--- src/rtl/keypad_entry_pkg.sv ---
// Shared key codes, debounce state encoding and entry limits for keypad_entry.
package keypad_entry_pkg;

    localparam logic [3:0] KEY_0     = 4'd0;
    localparam logic [3:0] KEY_1     = 4'd1;
    localparam logic [3:0] KEY_2     = 4'd2;
    localparam logic [3:0] KEY_3     = 4'd3;
    localparam logic [3:0] KEY_4     = 4'd4;
    localparam logic [3:0] KEY_5     = 4'd5;
    localparam logic [3:0] KEY_6     = 4'd6;
    localparam logic [3:0] KEY_7     = 4'd7;
    localparam logic [3:0] KEY_8     = 4'd8;
    localparam logic [3:0] KEY_9     = 4'd9;
    localparam logic [3:0] KEY_NEG   = 4'd10;
    localparam logic [3:0] KEY_ENTER = 4'd11;
    localparam logic [3:0] KEY_BKSP  = 4'd12;
    localparam logic [3:0] KEY_CLR   = 4'd13;
    localparam logic [3:0] KEY_NOP   = 4'd15;

    localparam int unsigned MAG_MAX = 127;

    typedef enum logic [1:0] {
        StIdle,
        StPressDb,
        StHeld,
        StRelDb
    } db_state_e;

endpackage

--- src/rtl/keypad_entry_if.sv ---
// Keypad matrix pins plus the live/committed entry outputs of keypad_entry.
interface keypad_entry_if;
    logic [3:0] row;
    logic [3:0] col;
    logic [7:0] entry;
    logic [7:0] value;
    logic       value_valid;
    logic       err;

    modport master (input row, entry, value, value_valid, err, output col);
    modport slave (output row, entry, value, value_valid, err, input col);
endinterface

--- src/rtl/keypad_decode.sv ---
// Maps the active-low row drive and one row's column sample to {valid, key code}.
module keypad_decode
    import keypad_entry_pkg::*;
(
    input  logic [3:0] row,
    input  logic [3:0] col,
    output logic       valid,
    output logic [3:0] key
);

    logic [1:0] r;
    logic [1:0] c;
    logic       row_ok;
    logic       col_ok;

    always_comb begin
        r      = 2'd0;
        c      = 2'd0;
        row_ok = 1'b1;
        col_ok = 1'b1;
        unique case (row)
            4'b1110: r = 2'd0;
            4'b1101: r = 2'd1;
            4'b1011: r = 2'd2;
            4'b0111: r = 2'd3;
            default: row_ok = 1'b0;
        endcase
        unique case (col)
            4'b1110: c = 2'd0;
            4'b1101: c = 2'd1;
            4'b1011: c = 2'd2;
            4'b0111: c = 2'd3;
            default: col_ok = 1'b0;
        endcase
        valid = row_ok & col_ok;

        key = KEY_NOP;
        case ({r, c})
            4'd0:    key = KEY_1;
            4'd1:    key = KEY_2;
            4'd2:    key = KEY_3;
            4'd3:    key = KEY_BKSP;
            4'd4:    key = KEY_4;
            4'd5:    key = KEY_5;
            4'd6:    key = KEY_6;
            4'd7:    key = KEY_CLR;
            4'd8:    key = KEY_7;
            4'd9:    key = KEY_8;
            4'd10:   key = KEY_9;
            4'd12:   key = KEY_NEG;
            4'd13:   key = KEY_0;
            4'd14:   key = KEY_ENTER;
            default: key = KEY_NOP;
        endcase
    end

endmodule

--- src/rtl/keypad_entry.sv ---
// 4x4 keypad scanner with frame debounce and a signed decimal entry editor.
module keypad_entry
    import keypad_entry_pkg::*;
#(
    parameter int unsigned SCAN_DIV = 200000,
    parameter int unsigned DEBOUNCE = 4
) (
    input  logic         clk,
    input  logic         rst,
    keypad_entry_if.slave bus
);

    localparam int unsigned     DivW     = $clog2(SCAN_DIV);
    localparam int unsigned     DbW      = $clog2(DEBOUNCE + 1);
    localparam logic [DivW-1:0] DivLast  = DivW'(SCAN_DIV - 1);
    localparam logic [DbW-1:0]  DbMax    = DbW'(DEBOUNCE);
    localparam logic [DbW-1:0]  DbOne    = DbW'(1);
    localparam bit              DbSingle = (DEBOUNCE == 1);
    localparam logic [10:0]     ProdMax  = 11'(MAG_MAX);

    logic [3:0]      col_meta_q, col_sync_q;
    logic [DivW-1:0] div_q;
    logic [1:0]      row_idx_q;
    logic [3:0]      row_drv;
    logic            slot_end, frame_end;

    assign row_drv   = ~(4'b0001 << row_idx_q);
    assign slot_end  = (div_q == DivLast);
    assign frame_end = slot_end && (row_idx_q == 2'd3);

    logic       dec_valid;
    logic [3:0] dec_key;

    keypad_decode u_decode (
        .row   (row_drv),
        .col   (col_sync_q),
        .valid (dec_valid),
        .key   (dec_key)
    );

    // Per-frame hit count saturates at 2; anything but exactly 1 is treated as no key.
    logic [1:0] hits_q, acc_hits;
    logic [3:0] code_q, acc_code;
    logic       frame_single;

    always_comb begin
        acc_hits = hits_q;
        acc_code = code_q;
        if (col_sync_q != 4'hF) begin
            if (dec_valid && hits_q == 2'd0) begin
                acc_hits = 2'd1;
                acc_code = dec_key;
            end else begin
                acc_hits = 2'd2;
            end
        end
        frame_single = (acc_hits == 2'd1);
    end

    always_ff @(posedge clk or posedge rst) begin
        if (rst) begin
            col_meta_q <= 4'hF;
            col_sync_q <= 4'hF;
            div_q      <= '0;
            row_idx_q  <= 2'd0;
            hits_q     <= 2'd0;
            code_q     <= KEY_NOP;
        end else begin
            col_meta_q <= bus.col;
            col_sync_q <= col_meta_q;
            if (slot_end) begin
                div_q     <= '0;
                row_idx_q <= row_idx_q + 2'd1;
                hits_q    <= frame_end ? 2'd0 : acc_hits;
                code_q    <= acc_code;
            end else begin
                div_q <= div_q + 1'b1;
            end
        end
    end

    db_state_e      state_q, state_d;
    logic [DbW-1:0] cnt_q, cnt_d, cnt_inc;
    logic [3:0]     cand_q, cand_d;
    logic           evt;
    logic           key_evt_q;
    logic [3:0]     key_q;

    always_comb begin
        state_d = state_q;
        cnt_d   = cnt_q;
        cand_d  = cand_q;
        evt     = 1'b0;
        cnt_inc = cnt_q + 1'b1;
        if (frame_end) begin
            unique case (state_q)
                StIdle: begin
                    if (frame_single) begin
                        cand_d  = acc_code;
                        cnt_d   = DbOne;
                        evt     = DbSingle;
                        state_d = DbSingle ? StHeld : StPressDb;
                    end
                end
                StPressDb: begin
                    if (frame_single && acc_code == cand_q) begin
                        cnt_d = cnt_inc;
                        if (cnt_inc == DbMax) begin
                            evt     = 1'b1;
                            state_d = StHeld;
                        end
                    end else begin
                        state_d = StIdle;
                    end
                end
                StHeld: begin
                    if (!frame_single) begin
                        cnt_d   = DbOne;
                        state_d = DbSingle ? StIdle : StRelDb;
                    end
                end
                StRelDb: begin
                    if (frame_single) begin
                        state_d = StHeld;
                    end else begin
                        cnt_d = cnt_inc;
                        if (cnt_inc == DbMax) state_d = StIdle;
                    end
                end
                default: state_d = StIdle;
            endcase
        end
    end

    logic       sign_q, sign_d;
    logic [6:0] mag_q, mag_d;
    logic [1:0] dig_q, dig_d;
    logic [7:0] value_q, value_d;
    logic       vv_q, vv_d, err_q, err_d;
    logic [10:0] prod;

    always_comb begin
        sign_d  = sign_q;
        mag_d   = mag_q;
        dig_d   = dig_q;
        value_d = value_q;
        vv_d    = 1'b0;
        err_d   = 1'b0;
        prod    = 11'(mag_q) * 11'd10 + 11'(key_q);
        if (key_evt_q) begin
            case (key_q)
                KEY_NEG: sign_d = ~sign_q;
                KEY_BKSP: begin
                    mag_d = mag_q / 7'd10;
                    if (dig_q != 2'd0) dig_d = dig_q - 2'd1;
                end
                KEY_CLR: begin
                    sign_d = 1'b0;
                    mag_d  = '0;
                    dig_d  = '0;
                end
                KEY_ENTER: begin
                    value_d = {sign_q & (mag_q != 7'd0), mag_q};
                    vv_d    = 1'b1;
                    sign_d  = 1'b0;
                    mag_d   = '0;
                    dig_d   = '0;
                end
                default: begin
                    if (key_q <= KEY_9) begin
                        if (dig_q == 2'd3 || prod > ProdMax) begin
                            err_d = 1'b1;
                        end else begin
                            mag_d = prod[6:0];
                            dig_d = dig_q + 2'd1;
                        end
                    end
                end
            endcase
        end
    end

    always_ff @(posedge clk or posedge rst) begin
        if (rst) begin
            state_q   <= StIdle;
            cnt_q     <= '0;
            cand_q    <= KEY_NOP;
            key_evt_q <= 1'b0;
            key_q     <= KEY_NOP;
            sign_q    <= 1'b0;
            mag_q     <= '0;
            dig_q     <= '0;
            value_q   <= '0;
            vv_q      <= 1'b0;
            err_q     <= 1'b0;
        end else begin
            state_q   <= state_d;
            cnt_q     <= cnt_d;
            cand_q    <= cand_d;
            key_evt_q <= evt;
            if (evt) key_q <= cand_d;
            sign_q    <= sign_d;
            mag_q     <= mag_d;
            dig_q     <= dig_d;
            value_q   <= value_d;
            vv_q      <= vv_d;
            err_q     <= err_d;
        end
    end

    assign bus.row         = row_drv;
    assign bus.entry       = {sign_q, mag_q};
    assign bus.value       = value_q;
    assign bus.value_valid = vv_q;
    assign bus.err         = err_q;

endmodule

--- src/flat_wrapper.sv ---
// flat-port wrapper written by rule: the top's interface ports become plain ports
module keypad_entry_flat import keypad_entry_pkg::*;
#(
    parameter int unsigned SCAN_DIV = 200000,
    parameter int unsigned DEBOUNCE = 4
)
  (clk, rst, bus_row, bus_entry, bus_value, bus_value_valid, bus_err, bus_col);
  keypad_entry_if bus_i ();
  input  logic clk;
  input  logic rst;
  output wire logic [$bits(bus_i.row)-1:0] bus_row;
  output wire logic [$bits(bus_i.entry)-1:0] bus_entry;
  output wire logic [$bits(bus_i.value)-1:0] bus_value;
  output wire logic [$bits(bus_i.value_valid)-1:0] bus_value_valid;
  output wire logic [$bits(bus_i.err)-1:0] bus_err;
  input wire logic [$bits(bus_i.col)-1:0] bus_col;
  assign bus_row = bus_i.row;
  assign bus_entry = bus_i.entry;
  assign bus_value = bus_i.value;
  assign bus_value_valid = bus_i.value_valid;
  assign bus_err = bus_i.err;
  assign bus_i.col = bus_col;
  keypad_entry #(.SCAN_DIV(SCAN_DIV), .DEBOUNCE(DEBOUNCE)) u_core (.clk(clk), .rst(rst), .bus(bus_i));
endmodule
--- config.mk ---
export PLATFORM = sky130hd
export DESIGN_NAME = keypad_entry_flat
export DESIGN_NICKNAME = d
export VERILOG_FILES = /design/src/rtl/keypad_entry_pkg.sv /design/src/rtl/keypad_entry_if.sv /design/src/rtl/keypad_decode.sv /design/src/rtl/keypad_entry.sv /design/src/flat_wrapper.sv
export SDC_FILE = /design/constraint.sdc
export NUM_CORES = 1
export LEC_CHECK = 0
export CORE_AREA = 2 2 88 132
export CTS_CLUSTER_DIAMETER = 200
export DETAILED_ROUTE_END_ITERATION = 8
export DIE_AREA = 0 0 90 134
export GPL_ROUTABILITY_DRIVEN = 0
export PLACE_DENSITY = 0.6
export SYNTH_ARGS = -nofsm -noshare
export SYNTH_HDL_FRONTEND = slang
export SYNTH_SLANG_ARGS = --single-unit
--- constraint.sdc ---
create_clock -name clk -period 4.3 [get_ports clk]
set_input_delay 0.86 -clock clk [delete_from_list [all_inputs] [get_ports clk]]
set_output_delay 0.86 -clock clk [all_outputs]
set_load 0.01 [all_outputs]
==> impl_metrics.env <==
export IMPL_status="finished clean"
export IMPL_grt_pass1_wl_um=15900
export IMPL_rr_endpoint="u_core.key_q[2]"
export IMPL_maxCapViolCount=0
export IMPL_holdWs_ns=0.355
export IMPL_synthCells=447
export IMPL_slew_headroom_pct=37.8
export IMPL_ys_top_cells_by_count="nand2_1 (57), dfrtp_1 (48), nor2_1 (33), ha_1 (28), o21ai_0 (24)"
export IMPL_async_reset_ff_share_pct=100
export IMPL_tns_ns=0
export IMPL_synth_compound_area_share_pct=15.3
export IMPL_stdcell_area_mm2=0.00491
export IMPL_hold_path_class="reg2reg"
export IMPL_preCtsSetupSlack_ns=0.653
export IMPL_synth_simple_area_share_pct=19.4
export IMPL_portBuffers=27
export IMPL_yosys_warnings=0
export IMPL_synthAdderAreaFrac_pct=9.21
export IMPL_layout_worst_path_cycle_share_pct=85.1
export IMPL_ir_drop_mv=0.193
export IMPL_grt_pass1_vias=3383
export IMPL_drt_pass1_iterations=4
export IMPL_drt_wirelength_per_cell_um=14.7
export IMPL_synth_edf_count=0
export IMPL_postRouteWirelength_um=9180
export IMPL_rrSetupSlack_ns=0.64
export IMPL_clk_path_buf_depth=2
export IMPL_routed_via_count=3319
export IMPL_die_area_mm2=0.0121
export IMPL_endpoint_kind="register"
export IMPL_synth_area_mux_share_pct=4.69
export IMPL_cts_tree="yes"
export IMPL_cts_resized=0
export IMPL_syn_mean_instance_area_um2=9.48
export IMPL_fin_crit_ns=3.66
export IMPL_reg2reg_from="u_core.col_sync_q[1]"
export IMPL_antenna_cells=0
export IMPL_syn_area_mm2=0.00424
export IMPL_die_height_um=134
export IMPL_synth_top_cell_area_share_pct=28.3
export IMPL_hold_viol=0
export IMPL_fin_cells=623
export IMPL_cp_endpoint="u_core.key_q[2]"
export IMPL_start_kind="register"
export IMPL_synth_top_area_cell="dfrtp_1"
export IMPL_cp_startpoint="u_core.col_sync_q[1]"
export IMPL_path_clk_slew_ns=0.05
export IMPL_dp_cells=607
export IMPL_synthFlopType="dfrtp_1"
export IMPL_crit_fanout=7
export IMPL_ys_seq_elements=68
export IMPL_synth_top_family_by_area="simple AND/OR/NAND/NOR gates"
export IMPL_cp_arrival_ns=3.91
export IMPL_cts_sinks=68
export IMPL_drive_above_1_share_pct=11.8
export IMPL_rsz0062_at_grt="no"
export IMPL_avgViaCountPerCell=5.33
export IMPL_cp_required_ns=4.55
export IMPL_synth_most_common_cell="nand2_1"
export IMPL_setup_viol=0
export IMPL_synth_xor_area_share_pct=7.02
export IMPL_initial_core_util_pct=38.8
export IMPL_grt_max_degree=47
export IMPL_synthTopCellsByArea="dfrtp_1 (28%), dfstp_2 (12%), ha_1 (8.3%)"
export IMPL_skew_ns=0.00913
export IMPL_post_cts_buffers=0
export IMPL_postRouteAntennaNets=0
export IMPL_worst_slew_pin_slew_ns=0.932
export IMPL_slew_violations=0
export IMPL_areaGrowthSynthToFinish_pct=15.9
export IMPL_cellPowerDensity_mw_per_mm2=280
export IMPL_drtIter0Drc=208
export IMPL_yosysSeqAreaShare_pct=40.7
export IMPL_die_x_um=90
export IMPL_power_mw=1.38
export IMPL_cts_hold_buffers=0
export IMPL_p_leak_nw=2.26
export IMPL_final_nets=507
export IMPL_clk_insertion_delay_late_ns=0.33
export IMPL_synth_distinct_cells=69
export IMPL_drc=0
export IMPL_synthesis_nets=483
export IMPL_dpl_hpwl_um=6770
export IMPL_fmax_mhz=273
export IMPL_path_class="reg2reg"
export IMPL_fin_ws_ns=0.640
export IMPL_fin_util_pct=44.9
export IMPL_postPlaceCellArea_mm2=0.00465
export IMPL_antenna_found_initial=0
export IMPL_worstRegToRegCells=11
export IMPL_coreArea_mm2=0.0109
export IMPL_cts_root_buf="clkbuf_16"
export IMPL_grt_usage_pct=16.3
export IMPL_grt_remaining_overflow=0
export IMPL_cts_buffers=9
export IMPL_cts_htree_levels=3
export IMPL_row_count=47
export IMPL_num_io_pins=28
cells in the final DEF (no fill, tap or decap), types with 18 or more instances in the layout:
cell and n:
dfrtp_1 48, nand2_1 57, nor2_1 33, inv_1 18, clkdlybuf4s50_1 27, ha_1 28
xor2_1 22, nand3_1 19, dfstp_2 20, o21ai_0 24
where the power goes:
part | leakage (nW) | switching, mW | internal, mW | total [mW]
clock | 0.127 | 0.257 | 0.405 | 0.663
combinational | 1.27 | 0.0400 | 0.0230 | 0.0631
sequential | 0.864 | 0.00377 | 0.648 | 0.652
total | 2.26 | 0.301 | 1.08 | 1.38
sequential cells by signal (all words and copies together) (netlist names):
name / flops
u_core.mag_q: 7
u_core.cand_q: 4
u_core.code_q: 4
u_core.state_q: 2
u_core.dig_q: 2
u_core.bus.err: 1
u_core.div_q: 18
u_core.col_sync_q: 4
u_core.row_idx_q: 2
u_core.col_meta_q: 4
u_core.bus.value_valid: 1
u_core.hits_q: 2
u_core.key_evt_q: 1
u_core.bus.value: 8
u_core.key_q: 4
u_core.cnt_q: 3
u_core.sign_q: 1
cells by family (layout without fill, tap and decap cells):
kind of cell | Yosys count | in the layout
simple gates | 166 | 166
compound gates | 93 | 93
flops | 68 | 68
buf+inv | 38 | 67
xor+xnor | 34 | 34
fa+ha+maj | 30 | 30
mux | 18 | 18
per-layer routing:
metal  vias to the layer above  GRT usage, %  share of wire, %
met4                         0          9.66               3.7
met3                        25          2.92               3.2
met5                         -             0                 0
li1                       1636             -                 -
met2                        69          30.1                53
met1                      1589          17.1                40
critical path, cell delays in order (launching register included):
cell	delay [ns]
dfstp_2	0.60
xor2_1	0.19
nand3_1	0.21
ha_1	0.25
or3_1	0.33
o2111a_1	0.15
a211oi_1	0.25
nor3b_2	0.23
o32ai_2	0.14
or2_1	0.29
or4_1	0.59
mux2_1	0.35
area by class of cell:
type | count | area (um2)
sequential | 68 | 1730
multi-input combinational | 341 | 2360
fill | 1065 | 6020
timing repair buffer | 31 | 300
clock buffer | 14 | 254
inverter | 20 | 75.1
tap | 147 | 184
clock inverter | 2 | 12.5
how the worst min path moves through the flow:
stage	cells past startpoint	from	end	slack, ns
floorplan	0	u_core.col_meta_q[0]	u_core.col_sync_q[0]	0.35
global placement	0	u_core.col_meta_q[2]	u_core.col_sync_q[2]	0.35
detailed placement	0	u_core.col_meta_q[3]	u_core.col_sync_q[3]	0.35
CTS	0	u_core.col_meta_q[3]	u_core.col_sync_q[3]	0.36
global route	0	u_core.col_meta_q[2]	u_core.col_sync_q[2]	0.36
finish	0	u_core.col_meta_q[3]	u_core.col_sync_q[3]	0.36
Note: power is estimated with default switching activity, not from simulation.
